==> src/rtl/gpr_wb_arb.sv <==
// Register-file write-port arbiter: pipeline W-stage writes win, multi-cycle results queue in a FIFO and drain into idle cycles.
// Optional starvation guard (stall_req generation) enabled by defining WB_STARVE_GUARD_EN.
module gpr_wb_arb #(
    parameter int DEPTH        = 4,
    parameter int STARVE_LIMIT = 8
) (
    input  logic        clk,
    input  logic        reset,
    input  logic        p_we,
    input  logic [4:0]  p_a,
    input  logic [31:0] p_wd,
    input  logic        m_valid,
    output logic        m_ready,
    input  logic [4:0]  m_a,
    input  logic [31:0] m_wd,
    output logic        we,
    output logic [4:0]  a3,
    output logic [31:0] wd,
    output logic        empty,
    output logic        stall_req
);

    localparam int PTR_W = $clog2(DEPTH);
    localparam int CNT_W = $clog2(DEPTH + 1);
    localparam logic [CNT_W-1:0] DEPTH_C = CNT_W'(DEPTH);

    if (DEPTH < 2 || DEPTH > 16 || (DEPTH & (DEPTH - 1)) != 0) begin : g_bad_depth
        $error("gpr_wb_arb: DEPTH must be a power of two in 2..16");
    end
    if (STARVE_LIMIT < 1 || STARVE_LIMIT > 15) begin : g_bad_limit
        $error("gpr_wb_arb: STARVE_LIMIT must fit the 4-bit starvation counter");
    end

    logic [4:0]       a_mem  [DEPTH];
    logic [31:0]      wd_mem [DEPTH];
    logic [DEPTH-1:0] live_reg, live_next;
    logic [PTR_W-1:0] wr_ptr_reg, rd_ptr_reg;
    logic [CNT_W-1:0] count_reg;

    logic p_eff;
    logic accept;
    logic push;
    logic pop;
    logic head_live;

    assign p_eff   = p_we && (p_a != 5'd0);
    assign m_ready = (count_reg < DEPTH_C) && !reset;
    assign accept  = m_valid && m_ready;
    // Accepted results aimed at r0, or overtaken in the same cycle by a pipeline write, are dropped.
    assign push    = accept && (m_a != 5'd0) && !(p_eff && (m_a == p_a));
    assign pop     = !reset && !p_eff && (count_reg != '0);
    assign head_live = live_reg[rd_ptr_reg];
    assign empty   = (count_reg == '0);

    always_comb begin
        we = 1'b0;
        a3 = 5'd0;
        wd = 32'd0;
        if (!reset) begin
            if (p_eff) begin
                we = 1'b1;
                a3 = p_a;
                wd = p_wd;
            end else if (pop && head_live) begin
                we = 1'b1;
                a3 = a_mem[rd_ptr_reg];
                wd = wd_mem[rd_ptr_reg];
            end
        end
    end

    // A pipeline write squashes every older buffered write to the same register.
    for (genvar gi = 0; gi < DEPTH; gi++) begin : g_entry
        logic is_push_slot;
        logic is_pop_slot;
        logic is_squashed;
        assign is_push_slot = push && (wr_ptr_reg == PTR_W'(gi));
        assign is_pop_slot  = pop && (rd_ptr_reg == PTR_W'(gi));
        assign is_squashed  = p_eff && (a_mem[gi] == p_a);
        assign live_next[gi] = is_push_slot || (live_reg[gi] && !is_pop_slot && !is_squashed);
    end

    always_ff @(posedge clk) begin
        if (push) begin
            a_mem[wr_ptr_reg]  <= m_a;
            wd_mem[wr_ptr_reg] <= m_wd;
        end
    end

    always_ff @(posedge clk) begin
        if (reset) begin
            live_reg   <= '0;
            wr_ptr_reg <= '0;
            rd_ptr_reg <= '0;
            count_reg  <= '0;
        end else begin
            live_reg <= live_next;
            if (push) wr_ptr_reg <= wr_ptr_reg + 1'b1;
            if (pop)  rd_ptr_reg <= rd_ptr_reg + 1'b1;
            if (push && !pop)      count_reg <= count_reg + 1'b1;
            else if (pop && !push) count_reg <= count_reg - 1'b1;
        end
    end

`ifdef WB_STARVE_GUARD_EN
    localparam logic [3:0] LIMIT_C = 4'(STARVE_LIMIT);

    logic [3:0] starve_cnt_reg, starve_cnt_next;
    logic       stall_reg, stall_next;

    always_comb begin
        starve_cnt_next = starve_cnt_reg;
        if (pop)
            starve_cnt_next = 4'd0;
        else if ((count_reg != '0) && p_eff && (starve_cnt_reg != 4'hF))
            starve_cnt_next = starve_cnt_reg + 4'd1;
        // Stall holds until the queue actually drains an entry, even if the pipeline ignores it.
        stall_next = pop ? 1'b0 : (stall_reg || (starve_cnt_next >= LIMIT_C));
    end

    always_ff @(posedge clk) begin
        if (reset) begin
            starve_cnt_reg <= 4'd0;
            stall_reg      <= 1'b0;
        end else begin
            starve_cnt_reg <= starve_cnt_next;
            stall_reg      <= stall_next;
        end
    end

    assign stall_req = stall_reg;
`else
    assign stall_req = 1'b0;
`endif

endmodule

==> config.mk <==
export PLATFORM = sky130hd
export DESIGN_NAME = gpr_wb_arb
export DESIGN_NICKNAME = d
export VERILOG_FILES = /design/src/rtl/gpr_wb_arb.sv
export SDC_FILE = /design/constraint.sdc
export NUM_CORES = 1
export LEC_CHECK = 0
export CELL_PAD_IN_SITES_DETAIL_PLACEMENT = 0
export CELL_PAD_IN_SITES_GLOBAL_PLACEMENT = 1
export CORE_ASPECT_RATIO = 1.1
export CORE_MARGIN = 4
export CORE_UTILIZATION = 50
export CTS_BUF_LIST = sky130_fd_sc_hd__clkbuf_8
export CTS_CLUSTER_SIZE = 14
export DETAILED_ROUTE_END_ITERATION = 16
export MAX_ROUTING_LAYER = met4
export PLACE_DENSITY_LB_ADDON = 0.1
export SLEW_MARGIN = 10
export SYNTH_ARGS = -nofsm -noshare
export SYNTH_HDL_FRONTEND = slang
export SYNTH_SLANG_ARGS = --single-unit
==> constraint.sdc <==
create_clock -name clk -period 6.9 [get_ports clk]
set_clock_uncertainty 0.05 [all_clocks]
set_input_delay 1.035 -clock clk [delete_from_list [all_inputs] [get_ports clk]]
set_output_delay 1.035 -clock clk [all_outputs]
set_load 0.02 [all_outputs]
==> Word level (Yosys, flattened, before mapping) <==
Memories as Yosys holds them, arrays and structs flattened. A register that Yosys moved wholly into a read port is not among the register bits.
Cells that the tools add are included.
{ "op_classes": {"addsub": 4, "n_lt_le_gt_ge": 2, "n_eq_ne": 11, "muxes": 19, "reduce_logical": 55} }
{ "ops": {"columns": ["cell", "count"], "rows": [
  ["$mux 32", 3],
  ["$logic_and 1x1->1", 31],
  ["$eq 5x5->1", 5],
  ["$mux 5", 3],
  ["$logic_not 1->1", 13],
  ["$reduce_bool 5->1", 2],
  ["$eq 2x2->1 const B", 4],
  ["$mux 2", 4],
  ["$mux 1", 6],
  ["$mux 3", 2],
  ["$add 2x1->2 const B", 2],
  ["$eq 2x1->1 const B", 2],
  ["$logic_not 2->1", 2],
  ["$logic_or 1x1->1", 4],
  ["$add 3x1->3 const B", 1],
  ["$logic_not 3->1", 1],
  ["$lt 2x3->1 const B", 1],
  ["$lt 3x3->1 const B", 1],
  ["$reduce_bool 3->1", 1],
  ["$sub 3x1->3 const B", 1],
  ["$bmux 1 s2", 1],
  ["$reduce_bool 2->1", 1]
]} }
{ "word_totals": {"ff_bits": 11, "ramBits": 148, "input_bits": 78, "memories": 2} }
{ "memory_table": {"columns": ["memory", "depth", "word_bits", "rd", "rd_ports_with_merged_regs", "wr", "line", "text"], "rows": [
  ["wd_mem", 4, 32, 1, 1, 1, "35", "logic [31:0] wd_mem [DEPTH];"],
  ["a_mem", 4, 5, 5, 1, 1, "34", "logic [4:0] a_mem [DEPTH];"]
]} }

==> Longest topological paths before layout <==
{ "logic_depth": {"ltp_word": 10, "depth_mapped": 11} }

==> Least setup slack after synthesis <==
OpenSTA, ideal clock, no wires.
{ "synth_timing": {"kind": "input to output", "start": "input port p_a[0]", "end": "output port a3[4]", "arrival_ns": 2.539, "t_required_ns": 5.815, "slack_ns": 3.276, "stages": 5, "n_path_buf": 1, "cell_sequence": "buf_6 -> or3_4 -> o31a_4 -> o41a_1 -> nor2_1"} }
{ "synth_via": {"elab_chain_cells": 9} }
{ "synth_rtl": {"columns": ["element", "line", "text"], "rows": [
  ["from (decl)", "10", "input logic [4:0] p_a,"],
  ["$reduce_bool 5->1 *", "46", "assign p_eff = p_we && (p_a != 5'd0);"],
  ["$logic_and 1x1->1 *", "46", null],
  ["$logic_not 1->1", "51", "assign pop = !reset && !p_eff && (count_reg != '0);"],
  ["$logic_and 1x1->1 (2 in a row)", "51", null],
  ["$logic_and 1x1->1", "64", "end else if (pop && head_live) begin"],
  ["$mux 5", "64", null],
  ["$mux 5 *", "60", "if (p_eff) begin"],
  ["$mux 5 *", "59", "if (!reset) begin"],
  ["to (decl)", "17", "output logic [4:0] a3,"]
]} }
Every way passes the cells marked *; elsewhere a longest branch is shown, timed or not.

==> Worst setup path after layout <==
{ "layout_timing": {"start": "input port p_a[2]", "end": "output port wd[19]"} }
{ "layout_via": {"elab_chain_cells": 9} }
{ "layout_rtl": {"columns": ["element", "line", "text"], "rows": [
  ["$reduce_bool 5->1 *", "46", null],
  ["$logic_and 1x1->1 *", "46", null],
  ["$logic_not 1->1", "51", null],
  ["$logic_and 1x1->1 (2 in a row)", "51", null],
  ["$logic_and 1x1->1", "64", null],
  ["$mux 32", "64", null],
  ["$mux 32 *", "60", null],
  ["$mux 32 *", "59", null],
  ["to (decl)", "18", "output logic [31:0] wd,"]
]} }
Marks and branches as above.

==> impl_metrics.csv <==
group,metric,value,unit
floorplanning,core_area,13300,um^2
floorplanning,row_count,44,
synth,synth_cells,373,
worst_setup_path,critical-path-top-delay-family,"buffers and inverters",
synth,synth_top_area_frac,0.647,
timing,rsz0062_at_grt,"no",
detailed_routing,wire_per_inst,20.5,um
clocking,cts_hold_buf,0,
synth,async_flop_share,0,
pwr,clkPwrFrac,0.301,
timing,whs,0.461,ns
layout,largest_reg_flops,128,
detailed_routing,ant_nets,0,
placement,finalWeightedCongestion,0.834,
synth,yosysMostFrequentCell,"edfxtp_1",
detailed_routing,via_per_inst,5.49,
timing,finalCriticalPeriod,4.95,ns
worst_setup_path,path_class,"in -> out",
placement,numPortBuffers,117,
layout,final_nets,574,
synth,synth-edff-count,148,
global_routing,grt.total_usage,0.192,
timing,min_period_over_period,0.717,
detailed_routing,first_pass_iters,4,
worst_setup_path,end_kind,"output port",
timing,finalSetupViolations,0,
worst_setup_path,crit_chain,"clkdlybuf4s50_1 > o21ai_0 > nand3_1 > nor2_4 > a22o_1 > clkdlybuf4s50_1",
pwr,switching_share,0.240,
worst_setup_path,crit_top_cell,"clkdlybuf4s50_1",
pwr,p_comb_frac,0.162,
clocking,numCtsBuffers,17,
global_routing,gr-total-overflow,0,
status,outcome,"complete, no violations",
worst_setup_path,cp.required,5.81,ns
clocking,cts_resized,0,
clocking,clkSinkCount,161,
timing,maxSlewHeadroom,0.286,
pwr,switchingPower,0.000519,W
layout,fill_cells,975,
worst_setup_path,critical_path_buf_inv_count,2,
detailed_routing,num_vias,3747,
floorplanning,io_pins,119,
synth,synth_top_flop_cell,"edfxtp_1",
synth,avgSynthCellArea,18.4,um^2
worst_setup_path,critPathMaxStageDelay,0.74,ns
global_routing,grt_pass1_vias,4012,
layout,n_antenna_cell,0,
floorplanning,dieArea,15700,um^2
pwr,peakVddDrop,0.151,mV
pwr,intPower,0.00165,W
synth,synth_top_cell_by_area,"edfxtp_1",
clocking,ctsLongestPathBuffers,2,
worst_setup_path,cp_max_fo,33,
pwr,p_seq_frac,0.537,
clocking,clk_latency,0.44,ns
synth,synth_seq_cells,161,
detailed_routing,wl,14000,um
placement,post-dp-hpwl,8840,um
clocking,htree_levels,4,
clocking,path_clk_slew,0.08,ns
timing,max_slew.worst_pin.slew,1.07,ns
pwr,power_density,254,nW/um^2
synth,synthTopCellsByArea,"edfxtp_1, mux4_2, a22o_1, dfxtp_1, xor2_1",
global_routing,antenna_found_initial,0,
worst_setup_path,crit_path_start_kind,"input port",
layout,drive_gt1_frac,0.162,
detailed_routing,drc_errors,0,
pwr,leakagePower,2.78,nW
synth,yosysUniqueCellTypes,40,
clocking,cts_setup_buffers,0,
timing,setup_tns,0,ns
clocking,cts_tree,"built",
synth,synth_warnings,0,
global_routing,grt_max_degree,38,
detailed_routing,drt_iter0_markers,167,
floorplanning,fp.dieH,131,um
global_routing,grt_pass1_wl,21400,um
synth,yosysSeqAreaShare,0.685,
worst_setup_path,critical_path.slowest_cell,"nor2_4",
floorplanning,start_util,0.515,
worst_hold_path,hold_path_class,"reg -> reg",
timing,final_hold_viol_count,0,
timing,fmax,202,MHz
worst_setup_path,worstPathArrival,3.86,ns
run,drv_cap,0,
synth,syn_nets,461,
synth,syn_area,6870,um^2
timing,slew_violations,0,
floorplanning,die_w,120,um
synth,synth_common_cells,"edfxtp_1, mux4_2, a22o_1",
clocking,cts-root-buf,"clkbuf_8",
layout,area_growth,24.0,%
==> area by class of cell <==
cell class                 count  area (um^2)  area share
clock inverter                 9         66.3     0.00779
tap                          184          230      0.0270
clock buffer                  23          317      0.0372
sequential                   161         4710       0.553
multi-input combinational    179         1980       0.232
inverter                       8         30.0     0.00353
timing repair buffer         119         1190       0.139
==> power by group through the flow <==
stage	clock (W)	combinational, W	sequential, W
3_3_place_gp	0	0.000351	0.00118
5_1_grt	0.000709	0.000377	0.00117
3_5_place_dp	0	0.000355	0.00119
6_report	0.000652	0.000350	0.00116
2_1_floorplan	0	0.000235	0.00116
4_1_cts	0.000668	0.000357	0.00116
==> metrics by stage <==
stage	total power [W]	std cells	setup slack (ns)	area (um^2)	utilization
4_1_cts	0.00219	683	1.91	8510	0.639
3_5_place_dp	0.00154	651	1.93	8130	0.610
5_1_grt	0.00226	683	1.72	8510	0.639
6_report	0.00216	683	1.96	8510	0.639
3_3_place_gp	0.00153	651	1.99	8130	0.610
2_1_floorplan	0.00140	373	3.28	6870	-
==> worst reg2reg max path: stages (launching register included) <==
cell	delay, ns
dfxtp_1	0.35
or3_1	0.44
and3_1	0.31
nand2b_1	0.13
ha_1	0.18
inv_1	0.06
fa_1	0.37
xor2_1	0.15
or3_1	0.31
a21oi_1	0.13
==> cells in the final DEF (no fill, tap or decap), types with 5 or more instances in the layout <==
cell             netlist  final
mux4_2                38     38
ha_1                   9      9
clkbuf_8               0     23
a22o_1                36     36
nand2b_1               7      7
nor3_1                 5      5
nand2_1                5      5
clkdlybuf4s50_1        0    117
xnor2_1                8      8
inv_1                  7     12
edfxtp_1             148    148
xor2_1                19     19
nor2_1                11     10
a21oi_1                8      8
dfxtp_1               13     11
==> logic make-up (layout without fill, tap and decap cells) <==
logic type,after synthesis,in the layout,synth area share
flops,161,161,0.685
compound gates,56,56,0.0674
simple gates,44,44,0.0352
mux,41,41,0.129
buf+inv,33,159,0.0286
xor+xnor,27,27,0.0344
fa+ha+maj,10,10,0.0193
other cells,1,1,0.000546
==> final timing paths <==
kind	start	to	slack, ns	cells after the start
worst min register to register	count_reg[2]$_SDFFE_PP0P_	count_reg[2]$_SDFFE_PP0P_	0.46	2
worst min-delay path	count_reg[2]$_SDFFE_PP0P_	count_reg[2]$_SDFFE_PP0P_	0.46	2
worst max-delay path	p_a[2]	wd[19]	1.96	6
worst max register to register	count_reg[0]$_SDFFE_PP0P_	count_reg[2]$_SDFFE_PP0P_	4.36	9
==> routing by layer <==
layer	track usage	vias up	routed length (um)
met2	0.335	105	7440
met5	-	-	0
met3	0.0448	23	657
li1	-	1728	-
met1	0.215	1891	5680
met4	0.0775	0	247
Note: power is estimated with default switching activity, not from simulation.
==> variant, RTL diff (config.mk and constraints unchanged) <==
Set the parameter `DEPTH` to 8 (it was 4).
--- a/src/rtl/gpr_wb_arb.sv
+++ b/src/rtl/gpr_wb_arb.sv
@@ -2,5 +2,5 @@
 // Optional starvation guard (stall_req generation) enabled by defining WB_STARVE_GUARD_EN.
 module gpr_wb_arb #(
-    parameter int DEPTH        = 4,
+    parameter int DEPTH        = 8,
     parameter int STARVE_LIMIT = 8
 ) (
Check against the original RTL: same outputs for any inputs over 4 cycles, from zero or initial values and one cycle with reset high; that may be too few to reach the edited logic, so the function may still have changed.
==> variant against the original RTL <==
- final area rose by 89%
- register-to-register slack worse by 0.28 ns
- sequential power up 100%
- count of clock-buffer cells in the layout up 30
- sequential cell count grew 156
- total power is 120% higher
- wire length increased by 110%
- setup slack got worse by 0.61 ns
- area after synthesis is 97% higher
==> variant: results (changes against the original RTL) <==
Outcome
  – Outcome: finished clean (unchanged)

CTS
  – Clk slew on worst S/H paths: 0.06 ns (was 0.08 ns)
  – Skew-Pair Late Insertion Delay: 0.56 ns (was 0.44 ns)
  – Setup Fix Bufs, Post-CTS: 0 (unchanged)
  – H-tree levels: 2 (was 4)
  – Maximum root-to-sink buffer count: 3 (was 2)
  – # resized after CTS: 0 (unchanged)
  – Root buf cell: clkbuf_8 (unchanged)
  – Clock buffer count from CTS: 50 (was 17)

Power
  – Leakage power: 5.07 nW (was 2.78 nW)
  – Peak VDD IR: 0.000168 V (was 0.000151 V)
  – Total power: 4.67 mW (was 2.16 mW)

Global routing
  – Largest net degree at the start of global routing: 97 (was 38)
  – Global Route Usage Sum: 0.208 (was 0.192)
  – Initial antenna violation count: 1 (was 0)
  – First-pass GRT wire length: 45700 um (was 21400 um)
  – Vias in the first global route: 7690 (was 4012)

Yosys
  – Syn Nets: 813 (was 461)
  – Number of flops mapped to enable cells by yosys: 296 (was 148)
  – Most common flop cell mapped by yosys: edfxtp_1 (unchanged)
  – Commonest cells in the netlist: 296 x edfxtp_1, 76 x mux4_2, 41 x mux2i_1 (was 148 x edfxtp_1, 38 x mux4_2, 36 x a22o_1)
  – Synth async-reset ratio: 0 (unchanged)
  – Ys Warns: 0 (unchanged)
  – Number of distinct library cells after synthesis: 48 (was 40)
  – Seq/Total Area, Yosys: 0.687 (was 0.685)
  – Synth area leaders: edfxtp_1 66%, mux4_2 13%, dfxtp_1 3.1%, mux2i_1 3.0%, nand3b_1 2.0% (was edfxtp_1 65%, mux4_2 12%, a22o_1 4.6%, dfxtp_1 3.8%, xor2_1 2.4%)

Setup path
  – WP data arrival: 4.47 ns (was 3.86 ns)
  – FF-to-FF Start: count_reg[3] (was count_reg[0])
  – Critical path origin: p_a[3] (was p_a[2])
  – CP max FO: 20 (was 33)
  – Critical path endpoint: a3[4] (was wd[19])
  – Reg2reg path depth: 11 (was 9)
  – Reg-to-reg setup timing slack: 4.08 ns (was 4.36 ns)
  – Reg-to-Reg End: count_reg[3] (was count_reg[2])

Timing
  – Fin Hold WS: 0.516 ns (was 0.461 ns)
  – Worst-margin pin slew: 1.16 ns (was 1.07 ns)

Cells and area
  – Max reg flops: 256 (was 128)
  – # fillers: 2017 (was 975)
  – Nets: 952 (was 574)
  – Layout cell share with drive strength beyond 1: 0.221 (was 0.162)

Routing
  – DRT Pass-1 Iters: 4 (unchanged)
  – DRT iter0 DRCs: 475 (was 167)
  – Via density: 5.73 (was 5.49)
  – DRT Wirelength: 29400 um (was 14000 um)

Worst hold path
  – Min-Delay Path Depth: 2 (unchanged)
  – Worst Hold Class: reg2reg (unchanged)
  – Hold Path Origin: count_reg[2] (unchanged)
  – Endpoint, Worst Hold: count_reg[2] (unchanged)

Place
  – GPL Wtd Cong: 0.856 (was 0.834)
  – Dpl hpwl: 17500 um (was 8840 um)
  – Port Buffer Count: 117 (unchanged)
  – Dpl cell area: 0.0151 mm2 (was 0.00813 mm2)
[variant: layout make-up]
cell class                      instances  area, um2  area share
Antenna cell                            1       2.50    0.000156
Clock buffer                           53        729      0.0454
Clock inverter                         35        200      0.0125
Inverter                               13       48.8     0.00304
Multi-Input combinational cell        340       4010       0.250
Sequential cell                       317       9320       0.580
Tap cell                              352        440      0.0274
Timing Repair Buffer                  136       1310      0.0817
[variant: cells by family (layout without fill, tap and decap cells)]
kind of cell,count (synthesis),after routing,synth area share
DFF,317,317,0.687
muxes,121,121,0.160
and+or+nand+nor,89,89,0.0413
AOI/OAI and AO/OA,65,65,0.0447
buffers and inverters,62,237,0.0209
xor gates and xnor gates,48,48,0.0310
adders and majority gates,16,16,0.0153
other,1,2,0.000277
[variant: worst max-delay path, stage by stage]
cell and delay, ns:
clkdlybuf4s50_1 0.70, or3_4 0.53, a211oi_4 0.23, buf_4 0.24, nand2_2 0.35, buf_4 0.39
a211oi_1 0.29, clkdlybuf4s50_1 0.65
[variant: power by group]
| part | switching, mW | internal, mW | leakage, nW |
|---|---|---|---|
| registers | 0.153 | 2.20 | 2.84 |
| logic | 0.411 | 0.432 | 1.69 |
| clock network | 0.689 | 0.782 | 0.541 |
| total | 1.25 | 3.42 | 5.07 |
[variant: stage by stage]
| step | util | setup WS, ns | instances |
|---|---|---|---|
| after global routing | 0.609 | 1.14 | 1247 |
| after CTS | 0.609 | 1.30 | 1246 |
| after floorplan | - | 0.748 | 719 |
| after detailed placement | 0.573 | 1.31 | 1158 |
| after global placement | 0.573 | 1.42 | 1158 |
| final | 0.609 | 1.34 | 1247 |
[variant: layer usage]
layer	GRT usage	vias up	routed length, um
met1	0.269	3714	12200
met4	0.0456	0	434
met2	0.343	188	15200
li1	-	3209	-
met3	0.0417	38	1640
met5	-	-	0
